### config.mk
export PLATFORM = sky130hd
export DESIGN_NAME = pong_score_keeper_flat
export DESIGN_NICKNAME = d
export VERILOG_FILES = /design/src/rtl/pong_score_keeper_if.sv /design/src/rtl/pong_score_keeper.sv /design/src/flat_wrapper.sv
export SDC_FILE = /design/constraint.sdc
export NUM_CORES = 1
export LEC_CHECK = 0
export CORE_UTILIZATION = 30
export DETAILED_ROUTE_END_ITERATION = 8
export PLACE_DENSITY = 0.46
export SLEW_MARGIN = 20
export SYNTH_ARGS = -nofsm -noshare
export SYNTH_HDL_FRONTEND = slang
export SYNTH_SLANG_ARGS = --single-unit
### constraint.sdc
create_clock -name i_Clk -period 3.1 [get_ports i_Clk]
set_input_delay 0.62 -clock i_Clk [delete_from_list [all_inputs] [get_ports i_Clk]]
set_output_delay 0.62 -clock i_Clk [all_outputs]
set_load 0.02 [all_outputs]
### src/rtl/pong_score_keeper_if.sv
// Point-event and score-display signals between the game logic and the score keeper.
interface pong_score_keeper_if;
  logic       i_Game_Start;
  logic       i_Point_P1;
  logic       i_Point_P2;
  logic [3:0] o_P1_Score;
  logic [3:0] o_P2_Score;
  logic       o_Game_Active;
  logic       o_Game_Over;
  logic       o_Winner;

  modport master (
    output i_Game_Start, i_Point_P1, i_Point_P2,
    input  o_P1_Score, o_P2_Score, o_Game_Active, o_Game_Over, o_Winner
  );

  modport slave (
    input  i_Game_Start, i_Point_P1, i_Point_P2,
    output o_P1_Score, o_P2_Score, o_Game_Active, o_Game_Over, o_Winner
  );
endinterface

### src/rtl/pong_score_keeper.sv
// Pong score keeper: gates point pulses, applies a post-point hold-off and detects the winner.
//
//   state        | meaning
//   ST_IDLE      | no game yet, points ignored, scores 0
//   ST_RUNNING   | points accepted
//   ST_HOLDOFF   | points ignored while the hold-off counter runs down
//   ST_GAME_OVER | scores and winner frozen until the next game start
module pong_score_keeper #(
  parameter int WIN_SCORE      = 9,
  parameter int HOLDOFF_CYCLES = 25000000
) (
  input  logic          i_Clk,
  input  logic          i_Rst_L,
  pong_score_keeper_if.slave bus
);

  localparam int                CNT_W     = $clog2(HOLDOFF_CYCLES + 1);
  localparam logic [CNT_W-1:0]  HOLD_LOAD = CNT_W'(HOLDOFF_CYCLES - 1);
  localparam logic [3:0]        WIN_VAL   = 4'(WIN_SCORE);

  typedef enum logic [1:0] {
    ST_IDLE,
    ST_RUNNING,
    ST_HOLDOFF,
    ST_GAME_OVER
  } state_t;

  state_t           state, state_nxt;
  logic [3:0]       p1_score, p1_nxt, p1_inc;
  logic [3:0]       p2_score, p2_nxt, p2_inc;
  logic [CNT_W-1:0] cnt, cnt_nxt;
  logic             winner, winner_nxt;
  logic             active_q, over_q;

  assign p1_inc = p1_score + 4'd1;
  assign p2_inc = p2_score + 4'd1;

  always_ff @(posedge i_Clk or negedge i_Rst_L) begin
    if (!i_Rst_L) begin
      state    <= ST_IDLE;
      p1_score <= 4'd0;
      p2_score <= 4'd0;
      cnt      <= '0;
      winner   <= 1'b0;
      active_q <= 1'b0;
      over_q   <= 1'b0;
    end else begin
      state    <= state_nxt;
      p1_score <= p1_nxt;
      p2_score <= p2_nxt;
      cnt      <= cnt_nxt;
      winner   <= winner_nxt;
      active_q <= (state_nxt == ST_RUNNING) || (state_nxt == ST_HOLDOFF);
      over_q   <= (state_nxt == ST_GAME_OVER);
    end
  end

  always_comb begin
    state_nxt  = state;
    p1_nxt     = p1_score;
    p2_nxt     = p2_score;
    cnt_nxt    = cnt;
    winner_nxt = winner;

    // A game start outranks any point arriving in the same cycle.
    if (bus.i_Game_Start) begin
      state_nxt  = ST_RUNNING;
      p1_nxt     = 4'd0;
      p2_nxt     = 4'd0;
      cnt_nxt    = '0;
      winner_nxt = 1'b0;
    end else begin
      case (state)
        ST_IDLE: begin
        end
        ST_RUNNING: begin
          // Both points together is a double fault and is dropped entirely.
          if (bus.i_Point_P1 && !bus.i_Point_P2) begin
            p1_nxt = p1_inc;
            if (p1_inc == WIN_VAL) begin
              state_nxt  = ST_GAME_OVER;
              winner_nxt = 1'b0;
            end else begin
              state_nxt = ST_HOLDOFF;
              cnt_nxt   = HOLD_LOAD;
            end
          end else if (bus.i_Point_P2 && !bus.i_Point_P1) begin
            p2_nxt = p2_inc;
            if (p2_inc == WIN_VAL) begin
              state_nxt  = ST_GAME_OVER;
              winner_nxt = 1'b1;
            end else begin
              state_nxt = ST_HOLDOFF;
              cnt_nxt   = HOLD_LOAD;
            end
          end
        end
        ST_HOLDOFF: begin
          if (cnt == '0) begin
            state_nxt = ST_RUNNING;
          end else begin
            cnt_nxt = cnt - 1'b1;
          end
        end
        ST_GAME_OVER: begin
        end
        default: begin
          state_nxt = ST_IDLE;
        end
      endcase
    end
  end

  assign bus.o_P1_Score    = p1_score;
  assign bus.o_P2_Score    = p2_score;
  assign bus.o_Game_Active = active_q;
  assign bus.o_Game_Over   = over_q;
  assign bus.o_Winner      = winner;

endmodule
### src/flat_wrapper.sv
// flat-port wrapper written by rule: the top's interface ports become plain ports
module pong_score_keeper_flat 
#(
  parameter int WIN_SCORE      = 9,
  parameter int HOLDOFF_CYCLES = 25000000
)
  (i_Clk, i_Rst_L, bus_i_Game_Start, bus_i_Point_P1, bus_i_Point_P2, bus_o_P1_Score, bus_o_P2_Score, bus_o_Game_Active, bus_o_Game_Over, bus_o_Winner);
  pong_score_keeper_if bus_i ();
  input  logic i_Clk;
  input  logic i_Rst_L;
  input wire logic [$bits(bus_i.i_Game_Start)-1:0] bus_i_Game_Start;
  input wire logic [$bits(bus_i.i_Point_P1)-1:0] bus_i_Point_P1;
  input wire logic [$bits(bus_i.i_Point_P2)-1:0] bus_i_Point_P2;
  output wire logic [$bits(bus_i.o_P1_Score)-1:0] bus_o_P1_Score;
  output wire logic [$bits(bus_i.o_P2_Score)-1:0] bus_o_P2_Score;
  output wire logic [$bits(bus_i.o_Game_Active)-1:0] bus_o_Game_Active;
  output wire logic [$bits(bus_i.o_Game_Over)-1:0] bus_o_Game_Over;
  output wire logic [$bits(bus_i.o_Winner)-1:0] bus_o_Winner;
  assign bus_i.i_Game_Start = bus_i_Game_Start;
  assign bus_i.i_Point_P1 = bus_i_Point_P1;
  assign bus_i.i_Point_P2 = bus_i_Point_P2;
  assign bus_o_P1_Score = bus_i.o_P1_Score;
  assign bus_o_P2_Score = bus_i.o_P2_Score;
  assign bus_o_Game_Active = bus_i.o_Game_Active;
  assign bus_o_Game_Over = bus_i.o_Game_Over;
  assign bus_o_Winner = bus_i.o_Winner;
  pong_score_keeper #(.WIN_SCORE(WIN_SCORE), .HOLDOFF_CYCLES(HOLDOFF_CYCLES)) u_core (.i_Clk(i_Clk), .i_Rst_L(i_Rst_L), .bus(bus_i));
endmodule
==> run metrics <==
share of synthesized area spent on multiplexers=about 1.4%; Die H=between 90 and 100 µm; PwrDens=between 700 and 800 nW/µm²; die width=between 90 and 100 µm; starting density of the core=31.8%; initial DRC count=~160; Worst slew margin=41.4%; synth top area cells=dfrtp_1 (38%), ha_1 (5.0%), a21oi_1 (4.6%); Synth Area in Compound Gates=23.4%; CTS tree=yes; Pint=around 1.2 mW; Synth Cell Area=approximately 2500 µm²; root buffer cell=clkbuf_8; Seq/Total Area, Yosys=between 30% and 40%; die area=a little under 9000 µm²; reg-to-reg setup timing slack=0.23 ns; Clock power frac=17.6%; leakage power=1.27 nW; Synth top cells by count=dfrtp_1 (38), nor2_1 (25), a21oi_1 (23), nand2_1 (21), o21ai_0 (15); Setup CP Type=flop to flop; Placer Congestion=approximately 0.82; Reg power frac=roughly 36%; CP Data Required Time=~3.3 ns; EDFF count, synth=0; Placement Cell Area=about 2900 µm²; first-pass GRT wire length=roughly 11,000 µm; Post-synth top flop=dfrtp_1; launching point of the worst reg2reg path=u_core.cnt[18]$_DFFE_PN0P_; Port Buffers=15; startpoint types=flop; largest net degree at the start of global routing=39; total net switching power=slightly below 0.9 mW; clock slew at reported path FFs=around 0.08 ns; worst r2r path cells=7; vias in the first global route=around 2,200; post-layout util=between 30% and 40%; PnR Total Power=roughly 2.1 mW; worst hold margin=about 0.44 ns; Ant. Diodes=0; area delta synth->final=17.5%; initial antenna violation count=0; Yosys cell types=60; DR WL/cell=16.3 µm; Placed Instances=slightly above 400; synthesized net count=297; total vias in the final route=~2,300; CP max FO=7; placed wire-length estimate=about 4700 µm; layout cells sized above 1=between 10% and 20%; GRT Total Usage=16.7%; Reg2Reg Capture Point=u_core.bus.o_Game_Active$_DFF_PN0_; RSZ-0062 raised after global routing=false; core area=roughly 8000 µm²; #FFs+latches synth=38; post-cts resize count=0; Clock Sink Count=38; total CTS buffers=5; Synth Area in Adders=roughly 5.0%; Worst Path Arrival=approximately 3.1 ns; footprint of the multi-input gates=1450 µm²; DRT antenna net count=0; busiest grt layer=met2; Final nets=between 300 and 400; post-synthesis simple-gate area fraction=between 20% and 30%; Synth area leader=dfrtp_1; row cnt=32; top-area cell type share of the netlist area=a little under two fifths; share of async-settable or async-resettable flops after synthesis=100%; switch share=43.0%; final setup fails=0; GR Overflow Total=0; Storage cell area=about 950 µm²; hold_buf cts=0; # IOs=16; max-cap violation count=0; drt pass-1 iters=4; XOR/XNOR Fraction of Synth Area=2.45%; design area=approximately 2900 µm²; main combinational cell family by area after synthesis=simple AND/OR/NAND/NOR gates; non-filler instance count after layout=roughly 400; Max Fclk=between 300 and 400 MHz; synth warn=0; clock tree buffer depth=2; GR Layer Usage met3=under 10%; Worst Setup End Kind=flop; min cycle time layout=~2.9 ns; post-CTS setup buffers=0; final wirelength=about 6700 µm; Peak VDD IR=~0.27 mV; Fill cells=about 800; top-count cell post-synth=dfrtp_1; latest clock arrival within the worst-skew pair=~0.3 ns; DR DRC count=0; status=finished clean; fin. max-slew vios=0; routing usage on met1=about 22%; syn avg cell area=8.89 µm²; Via density=~5.5; worst min-delay path class=input pin to async pin; Comb pwr share=a little under half; Post-Syn Instances=~280; fin crit share=roughly 93%; clock skew=a little over 0.007 ns; Slew @ Worst Pin=approximately 0.88 ns; grt met2 use=27.5%; htree depth=2; Final Hold Fails=0
layout by cell type, fill, tap and decap left out, types with 10 or more instances in the layout:
cell type and instances:
buf_4 17, o21ai_0 15, a21oi_1 23, nor3_1 13, or3_1 10, clkdlybuf4s50_1 14
inv_1 14, nand2_1 21, ha_1 10, dfrtp_1 38, nor2_1 25, a311oi_1 11
power groups by stage:
stage          Sequential (mW)  Clock, mW  Combinational (mW)
3_5_place_dp             0.752          0               0.948
4_1_cts                  0.746      0.377               0.953
5_1_grt                  0.769      0.398                1.07
6_report                 0.747      0.365               0.958
2_1_floorplan            0.737          0               0.657
3_3_place_gp             0.754          0               0.952
routing by layer:
metal,part of all wire [%],vias up
met5,0,-
met3,4.9,7
met4,1.1,0
li1,-,1106
met2,47,57
met1,47,1082
flip-flops by register name, indices dropped and copies added, names as in the netlist:
register	cells
u_core.state	2
u_core.bus.o_Game_Over	1
u_core.bus.o_Game_Active	1
u_core.bus.o_P2_Score	4
u_core.bus.o_P1_Score	4
u_core.cnt	25
u_core.bus.o_Winner	1
metrics by stage:
step / TNS, ns / setup WS (ns)
after global routing: 0 / 0.0988
after floorplan: 0 / 0.285
final: 0 / 0.226
after detailed placement: 0 / 0.0300
after global placement: -1.99 / -0.320
after CTS: 0 / 0.241
worst max-delay path, stage by stage, from the launching register on:
cell,delay [ns]
dfrtp_1,0.45
or4_4,0.58
or3_1,0.34
or4_2,0.76
a21o_1,0.21
nand2_1,0.06
a21oi_1,0.08
ha_1,0.29
logic make-up (layout without fill, tap and decap cells):
kind of cell | Yosys count | count (layout)
adder cells (fa/ha/maj) | 10 | 10
AND/OR/NAND/NOR | 114 | 114
flip-flops | 38 | 38
multiplexers | 3 | 3
buffers and inverters | 26 | 54
XOR/XNOR | 7 | 7
AO/OA/AOI/OAI | 84 | 84
layout make-up:
| class | instances | area share, % |
|---|---|---|
| inverter | 14 | 1.78 |
| clock buffer | 7 | 2.93 |
| timing repair buffer | 32 | 9.26 |
| clock inverter | 1 | 0.170 |
| sequential | 38 | 32.3 |
| tap | 102 | 4.33 |
| multi-input combinational | 218 | 49.3 |
worst max path at each step:
stage | endpoint | from | slack, ns | cells after the start
floorplan | u_core.bus.o_Game_Active$_DFF_PN0_ | u_core.cnt[18]$_DFFE_PN0P_ | 0.28 | 8
global placement | u_core.cnt[17]$_DFFE_PN0P_ | bus_i_Point_P2 | -0.32 | 9
detailed placement | u_core.cnt[13]$_DFFE_PN0P_ | bus_i_Point_P2 | 0.03 | 11
CTS | u_core.bus.o_Game_Active$_DFF_PN0_ | u_core.cnt[18]$_DFFE_PN0P_ | 0.24 | 7
global route | u_core.bus.o_Game_Active$_DFF_PN0_ | u_core.cnt[18]$_DFFE_PN0P_ | 0.1 | 7
finish | u_core.bus.o_Game_Active$_DFF_PN0_ | u_core.cnt[18]$_DFFE_PN0P_ | 0.23 | 7
Power figures use the tool's default switching activity.
